<file path="src/rtl/msrh_br_upd_arb.sv">
// Branch-update arbiter: per-pipe FIFOs, round-robin grant onto one registered update port.
// Define MSRH_BR_UPD_ARB_PERF_EN to build the saturating conflict counter.
module msrh_br_upd_arb #(
  parameter int unsigned REQ_NUM    = 2,
  parameter int unsigned FIFO_DEPTH = 4,
  parameter int unsigned CMT_ID_W   = 6,
  parameter int unsigned GRP_ID_W   = 4,
  parameter int unsigned VADDR_W    = 39,
  parameter int unsigned BR_MASK_W  = 8,
  localparam int unsigned PW        = CMT_ID_W + GRP_ID_W + 4 + VADDR_W,
  localparam int unsigned TAG_W     = $clog2(BR_MASK_W)
) (
  input  logic                         i_clk,
  input  logic                         i_reset,
  input  logic [REQ_NUM-1:0]           i_req_valid,
  input  logic [REQ_NUM*PW-1:0]        i_req_payload,
  input  logic [REQ_NUM*BR_MASK_W-1:0] i_req_br_mask,
  output logic [REQ_NUM-1:0]           o_req_ready,
  input  logic                         i_flush,
  input  logic                         i_kill_valid,
  input  logic [TAG_W-1:0]             i_kill_brtag,
  input  logic                         i_resolve_valid,
  input  logic [TAG_W-1:0]             i_resolve_brtag,
  output logic                         o_upd_valid,
  output logic [PW-1:0]                o_upd_payload,
  output logic [15:0]                  o_perf_conflict_cnt
);

  localparam int unsigned PTR_W = $clog2(FIFO_DEPTH);
  localparam int unsigned CNT_W = PTR_W + 1;
  localparam int unsigned RR_W  = (REQ_NUM > 1) ? $clog2(REQ_NUM) : 1;

  logic [REQ_NUM-1:0][FIFO_DEPTH-1:0][PW-1:0]        pld_q, pld_d;
  logic [REQ_NUM-1:0][FIFO_DEPTH-1:0][BR_MASK_W-1:0] mask_q, mask_d;
  logic [REQ_NUM-1:0][FIFO_DEPTH-1:0]                vld_q, vld_d;
  logic [REQ_NUM-1:0][PTR_W-1:0]                     rptr_q, rptr_d;
  logic [REQ_NUM-1:0][PTR_W-1:0]                     wptr_q, wptr_d;
  logic [REQ_NUM-1:0][CNT_W-1:0]                     cnt_q, cnt_d;
  logic [RR_W-1:0]                                   rr_q, rr_d;
  logic                                              upd_valid_q, upd_valid_d;
  logic [PW-1:0]                                     upd_pld_q, upd_pld_d;

  logic [REQ_NUM-1:0]         head_live, push, pop;
  logic [REQ_NUM-1:0][PW-1:0] head_pld;
  logic [BR_MASK_W-1:0]       kill_bit, resolve_bit;
  logic                       found;
  logic [RR_W-1:0]            win;

  assign kill_bit    = i_kill_valid ? (BR_MASK_W'(1) << i_kill_brtag) : '0;
  assign resolve_bit = i_resolve_valid ? (BR_MASK_W'(1) << i_resolve_brtag) : '0;

  // A head being killed this cycle is already treated as dead so it cannot win.
  always_comb begin
    for (int i = 0; i < REQ_NUM; i++) begin
      o_req_ready[i] = (cnt_q[i] != CNT_W'(FIFO_DEPTH));
      head_pld[i]    = pld_q[i][rptr_q[i]];
      head_live[i]   = (cnt_q[i] != '0) && vld_q[i][rptr_q[i]] &&
                       ((mask_q[i][rptr_q[i]] & kill_bit) == '0);
    end
  end

  always_comb begin
    int unsigned     idx;
    logic [RR_W-1:0] cand;
    found = 1'b0;
    win   = '0;
    idx   = 0;
    cand  = '0;
    for (int k = 0; k < REQ_NUM; k++) begin
      idx  = (int'(rr_q) + k) % REQ_NUM;
      cand = RR_W'(idx);
      if (!found && head_live[cand]) begin
        found = 1'b1;
        win   = cand;
      end
    end
  end

  // Dead heads are reclaimed every cycle alongside whatever grant happens elsewhere.
  always_comb begin
    pld_d  = pld_q;
    mask_d = mask_q;
    vld_d  = vld_q;
    rptr_d = rptr_q;
    wptr_d = wptr_q;
    cnt_d  = cnt_q;
    push   = '0;
    pop    = '0;
    for (int i = 0; i < REQ_NUM; i++) begin
      for (int e = 0; e < FIFO_DEPTH; e++) begin
        if ((mask_q[i][e] & kill_bit) != '0) vld_d[i][e] = 1'b0;
        mask_d[i][e] = mask_q[i][e] & ~resolve_bit;
      end
      pop[i]  = (cnt_q[i] != '0) && (!head_live[i] || (found && (win == RR_W'(i))));
      push[i] = i_req_valid[i] && o_req_ready[i] &&
                ((i_req_br_mask[i*BR_MASK_W +: BR_MASK_W] & kill_bit) == '0);
      if (pop[i]) begin
        vld_d[i][rptr_q[i]] = 1'b0;
        rptr_d[i]           = rptr_q[i] + 1'b1;
      end
      if (push[i]) begin
        pld_d[i][wptr_q[i]]  = i_req_payload[i*PW +: PW];
        mask_d[i][wptr_q[i]] = i_req_br_mask[i*BR_MASK_W +: BR_MASK_W] & ~resolve_bit;
        vld_d[i][wptr_q[i]]  = 1'b1;
        wptr_d[i]            = wptr_q[i] + 1'b1;
      end
      cnt_d[i] = cnt_q[i] - CNT_W'(pop[i]) + CNT_W'(push[i]);
    end
    if (i_flush) begin
      vld_d  = '0;
      rptr_d = '0;
      wptr_d = '0;
      cnt_d  = '0;
    end
  end

  always_comb begin
    upd_valid_d = found && !i_flush;
    upd_pld_d   = upd_pld_q;
    rr_d        = rr_q;
    for (int i = 0; i < REQ_NUM; i++) begin
      if (upd_valid_d && (win == RR_W'(i))) upd_pld_d = head_pld[i];
    end
    if (upd_valid_d) rr_d = (win == RR_W'(REQ_NUM - 1)) ? '0 : win + 1'b1;
  end

  always_ff @(posedge i_clk or posedge i_reset) begin
    if (i_reset) begin
      pld_q       <= '0;
      mask_q      <= '0;
      vld_q       <= '0;
      rptr_q      <= '0;
      wptr_q      <= '0;
      cnt_q       <= '0;
      rr_q        <= '0;
      upd_valid_q <= 1'b0;
      upd_pld_q   <= '0;
    end else begin
      pld_q       <= pld_d;
      mask_q      <= mask_d;
      vld_q       <= vld_d;
      rptr_q      <= rptr_d;
      wptr_q      <= wptr_d;
      cnt_q       <= cnt_d;
      rr_q        <= rr_d;
      upd_valid_q <= upd_valid_d;
      upd_pld_q   <= upd_pld_d;
    end
  end

  assign o_upd_valid   = upd_valid_q;
  assign o_upd_payload = upd_pld_q;

`ifdef MSRH_BR_UPD_ARB_PERF_EN
  logic [15:0] perf_q, perf_d;

  always_comb begin
    perf_d = perf_q;
    if (($countones(head_live) >= 2) && (perf_q != 16'hFFFF)) perf_d = perf_q + 16'd1;
  end

  always_ff @(posedge i_clk or posedge i_reset) begin
    if (i_reset) perf_q <= '0;
    else         perf_q <= perf_d;
  end

  assign o_perf_conflict_cnt = perf_q;
`else
  assign o_perf_conflict_cnt = 16'h0;
`endif

endmodule

</file>
<file path="config.mk">
export PLATFORM = sky130hd
export DESIGN_NAME = msrh_br_upd_arb
export DESIGN_NICKNAME = d
export VERILOG_FILES = /design/src/rtl/msrh_br_upd_arb.sv
export SDC_FILE = /design/constraint.sdc
export NUM_CORES = 1
export LEC_CHECK = 0
export CORE_MARGIN = 8
export CORE_UTILIZATION = 39
export CTS_BUF_LIST = sky130_fd_sc_hd__clkbuf_4
export CTS_CLUSTER_SIZE = 16
export DETAILED_ROUTE_END_ITERATION = 8
export SETUP_SLACK_MARGIN = 0.2
export SLEW_MARGIN = 20
export SYNTH_ARGS = -nofsm -noshare
export SYNTH_HDL_FRONTEND = slang
export SYNTH_SLANG_ARGS = --single-unit
export TNS_END_PERCENT = 1
</file>
<file path="constraint.sdc">
create_clock -name i_clk -period 35 [get_ports i_clk]
set_input_delay 5.25 -clock i_clk [delete_from_list [all_inputs] [get_ports i_clk]]
set_output_delay 5.25 -clock i_clk [all_outputs]
set_load 0.03 [all_outputs]
</file>
# Word level (Yosys, flattened, before mapping)
# Index checks and enable logic that the tools add are counted.
# totals
wordCells	193
ff_bits	565
inputBits	135
# op_classes
muxes	67
add_sub_neg	10
n_shift	2
magnitude_cmp	10
n_eq_ne	2
n_bitwise	30
reduce_logical	45
# ops
operator	count
$bwmux W212	2
$mux W53	6
$bmux W53 S2	2
$demux W53 S2	2
$and A8 B8 Y8	22
$bwmux W32	2
$mux W32	2
$reduce_bool A8 Y1	8
$mux W8	7
$bmux W8 S2	2
$demux W8 S2	2
$logic_not A8 Y1	4
$mux W4	6
$mux W1	23
$logic_and A1 B1 Y1	20
$shl A1 B3 Y8 const A	2
$lt A2 B3 Y1 const B	4
$reduce_bool A2 Y1	5
$add A2 B1 Y2 const B	4
$and A4 B4 Y4	2
$demux W1 S2	4
$ge A2 B1 Y1 const B	4
$mux W2	4
$not A4 Y4	2
13 further kinds	25

# Logic depth before layout (Yosys ltp)
# depth
depth_word	19
ltp_mapped	14

# Worst setup path after synthesis
# OpenSTA, ideal clock, no wires.
# synth_path
path_kind	input port to flip-flop
from	in i_kill_brtag[0]
to	reg cnt_q[5] (netlist bit)
stages	14
t_required_ps	34868
path_slack_ps	27197
t_arrival_ps	7671
setup_ps	132
cell_sequence	nor4b_1 clkbuf_1 a221oi_1 nand3_1 nor2_1 inv_1 ha_1 inv_1 ha_1 inv_1 fa_1 xor2_1 xnor2_1 nor2_1
# synth_lines
element	line	text
start: declaration	21	input logic [TAG_W-1:0] i_kill_brtag,
end signal: assignment	144	cnt_q <= cnt_d;
end: declaration	38	logic [REQ_NUM-1:0][CNT_W-1:0] cnt_q, cnt_d;

# Final worst setup path
# layout_path
from	in i_kill_brtag[1]
to	reg upd_pld_q[15] (netlist: o_upd_payload[15])
# layout_via
elab_chain_len	14
word_cells_on_any_way	24
classes_between	1 x shift; 10 x mux; 3 x bitwise; 10 x reduce/logical
# layout_lines
element	line	text
$shl A1 B3 Y8 (*)	49	assign kill_bit = i_kill_valid ? (BR_MASK_W'(1) << i_kill_brtag) : '0;
$mux W8 (*)	49	
$and A8 B8 Y8	58	((mask_q[i][rptr_q[i]] & kill_bit) == '0);
$logic_not A8 Y1	58	
$logic_and A1 B1 Y1	57	head_live[i] = (cnt_q[i] != '0) && vld_q[i][rptr_q[i]] &&
$mux W1 (not written as such) (2 in a row)	72	if (!found && head_live[cand]) begin
$mux W1	72	
$logic_not A1 Y1	72	
$logic_and A1 B1 Y1	72	
$mux W1	72	
$logic_and A1 B1 Y1 or $not A1 Y1 (tied branches)	118, 122	
$logic_and A1 B1 Y1	122	if (upd_valid_d && (win == RR_W'(i))) upd_pld_d = head_pld[i];
$mux W53 or $reduce_bool A2 Y1 (tied branches)	-	
end signal: assignment	147	upd_pld_q <= upd_pld_d;
end: declaration	41	logic [PW-1:0] upd_pld_q, upd_pld_d;
# Every way passes the cells marked *; elsewhere a longest branch is shown, timed or not. The select of a mux whose other input is x is not followed.
# A chain may end at the register's enable or synchronous reset.

==> results.cfg <==
[setup_path]
crit_type = input pin to register
critical-path-top-cell-by-count = buf_4
critical_path.max_stage_delay_ns = 0.68
cp-end-kind = register
worst-r2r-cell-count = 9
critical_path_slowest_stage_cell = nor2b_4
crit_buf_inv = 3
r2r_endpoint = o_upd_payload[15]
crit_cells = 9
cp-startpoint = i_kill_brtag[1]
path_delay_family = buffers and inverters
worst_setup_start_kind = input pin
critical_path_peak_fanout = 54
timing.critical_path.arrival_ns = 9.21
path_cells = clkdlybuf4s50_1 -> and4b_1 -> a22oi_1 -> nand4_2 -> o311ai_4 -> buf_4 -> nor2b_4 -> buf_4 -> a221o_1
worstPathRequired_ns = 35.90
worst-r2r-setup-slack_ns = 30.04
worstReg2RegStart = rptr_q[2]

[route]
first_iter_violations = 1934
route.detailed.vias_per_inst = 5.39
drtAntennaViolNets = 0
detail_route.wl_per_cell_um = 21.5
vias = 20800
dr.pass1.iters = 9
drcViolationCount = 0
finalWirelength_um = 83000

[synth]
yosysUniqueCellTypes = 48
synth_instances = 2654
synth_seq_area_share_pct = 54.7
count_of_flip_flops_with_a_built_in_enable_after_synthesis = 0
yosys-top-cells-count = 1420 x nand2_1, 565 x dfrtp_1, 124 x mux4_2
ys_seq_elements = 565
avg_inst_size_synth_sq_um = 9.75
synth.top_cells.by_area = dfrtp_1 55%, nand2_1 21%, mux4_2 11%
yosys.area.top_type = dfrtp_1
synth-async-reset-ratio_pct = 100
synthesis.area_sq_um = 25900
ys.flop_type = dfrtp_1
synth_warnings = 0
synthMostInstantiatedCell = nand2_1
netlist.area_leader.share_pct = 54.7

[flow_run]
maximum_capacitance_violations = 0

[timing]
slew_worst_pin_ns = 1.01
tns_ns = 0
grt_setup_unrepaired = false
final_setup_viols = 0
final_max_slew_viol_count = 0
finalCriticalPeriod_ns = 8.31
timing.max_slew.rel_slack_pct = 32.5
final.setup_skew_ns = 0.0610
timing.final.hold_violations = 0
worst_hold_margin_ns = 0.470
min_period_over_period_pct = 23.8
worst_slack_ns = 26.69
clock.fmax_ghz = 0.120

[layout]
layout-area-overhead-vs-synth_pct = 18.1
utilization_pct = 46.5
cell_area_after_layout_sq_um = 30500
nNetsFinal = 3028
post_route_cells_drive_above_1_share_pct = 14.9
finalNonFillerCells = 3860

[die]
placeable_core_region_sq_um = 65700
die_w_um = 274
floorplan.die.height_um = 274
initial_core_util_pct = 39.3
die_area_sq_um = 74800
io-pin-count = 207
std_cell_rows = 94

[min_path]
worst_hold_path.num_cells = 2
worstHoldStart = pld_q[151]
hold-path-endpoint = pld_q[151]
hold_crit_path_type = register to register

[global_route]
first_global_vias = 21800
grt_remaining_overflow = 0
grt_max_degree = 188
grt_pass1_wl_um = 128000
initial_antenna_violation_count = 20
grt.total_usage_pct = 22.2

[power]
powerDensity_nw_per_um2 = 86.9
power.leakage_nw = 14.7
power_mw = 2.66
vdd_ir_drop_max_mv = 0.0362

[clocking]
ctsHtreeMaxLevel = 4
cts_made_buffers = 155
holdBufCountCts = 0
cts-root-to-sink-buffers = 3
clkSlewWorstSetupHoldPaths_ns = 0.06
post_cts_buffers = 0
cts_root_buf = clkbuf_4
cts.sink_count = 565
worst_skew_pair.late_latency_ns = 1.00
cts_tree = done
ctsResizeCount = 0

[placement]
port_buffers = 190
preCtsSetupSlack_ns = 25.71
post_dp_cell_area_sq_um = 28400
place_hpwl_um = 49200
place_congestion = 0.886
placed_cells_incl_taps = 3577

[outcome]
outcome = completed
layer usage:
layer	global-route usage (%)	up-vias	share of wire, %
met4	8.18	10	2.5
li1	-	9243	-
met2	36.2	913	49
met3	6.80	162	8.9
met1	27.7	10500	40
met5	0	-	0.057
cell families (layout without fill, tap and decap cells):
family,after synthesis,in the layout,share of synthesized area [%]
AO/OA/AOI/OAI,178,178,5.44
XOR/XNOR,6,6,0.203
adder cells (fa/ha/maj),22,22,1.12
buffers and inverters,210,521,3.69
flip-flops,565,565,54.7
multiplexers,130,130,11.0
other,1,32,0.0145
AND/OR/NAND/NOR,1542,1542,23.8
placed cells by master (no fill, tap or decap), types with 18 or more instances in the layout:
cell,instances
nand2_1,1420
dfrtp_1,561
clkbuf_4,234
clkdlybuf4s50_1,189
mux4_2,124
a21oi_1,64
nor3b_1,53
a221o_1,53
buf_4,37
inv_1,25
nor2_1,22
ha_1,20
clkinv_1,18
where the power goes:
part	internal (mW)	switching, mW	total (mW)
registers	0.947	0.209	1.16
logic	0.425	0.454	0.879
clock network	0.340	0.281	0.620
total	1.71	0.944	2.66
tightest hold or removal path, cell delays in order (launching register included):
cell and delay, ns:
dfrtp_1 0.34, nand2_1 0.05, nand2_1 0.05
final cells by class:
class / instances / area [sq um]
fill: 6115 / 35200
sequential: 565 / 14200
multi-input combinational: 1894 / 10900
timing repair buffer: 228 / 2220
clock buffer: 234 / 1760
tap: 864 / 1080
clock inverter: 32 / 263
inverter: 27 / 109
antenna: 16 / 40.0
sequential cells by signal, indices dropped and copies added, names as in the netlist:
signal,cells
o_upd_valid,1
wptr_q,4
rr_q,1
vld_q,8
pld_q,424
cnt_q,6
o_upd_payload,53
rptr_q,4
mask_q,64
how the worst max path moves through the flow:
stage | end | slack [ns]
2_1_floorplan | cnt_q[0] | 13.95
3_3_place_gp | o_upd_payload[2] | 25.85
3_5_place_dp | o_upd_payload[10] | 25.71
4_1_cts | o_upd_payload[8] | 26.81
5_1_grt | o_upd_payload[11] | 26.57
6_report | o_upd_payload[15] | 26.69
No activity file was read; power rests on OpenSTA's default activity.
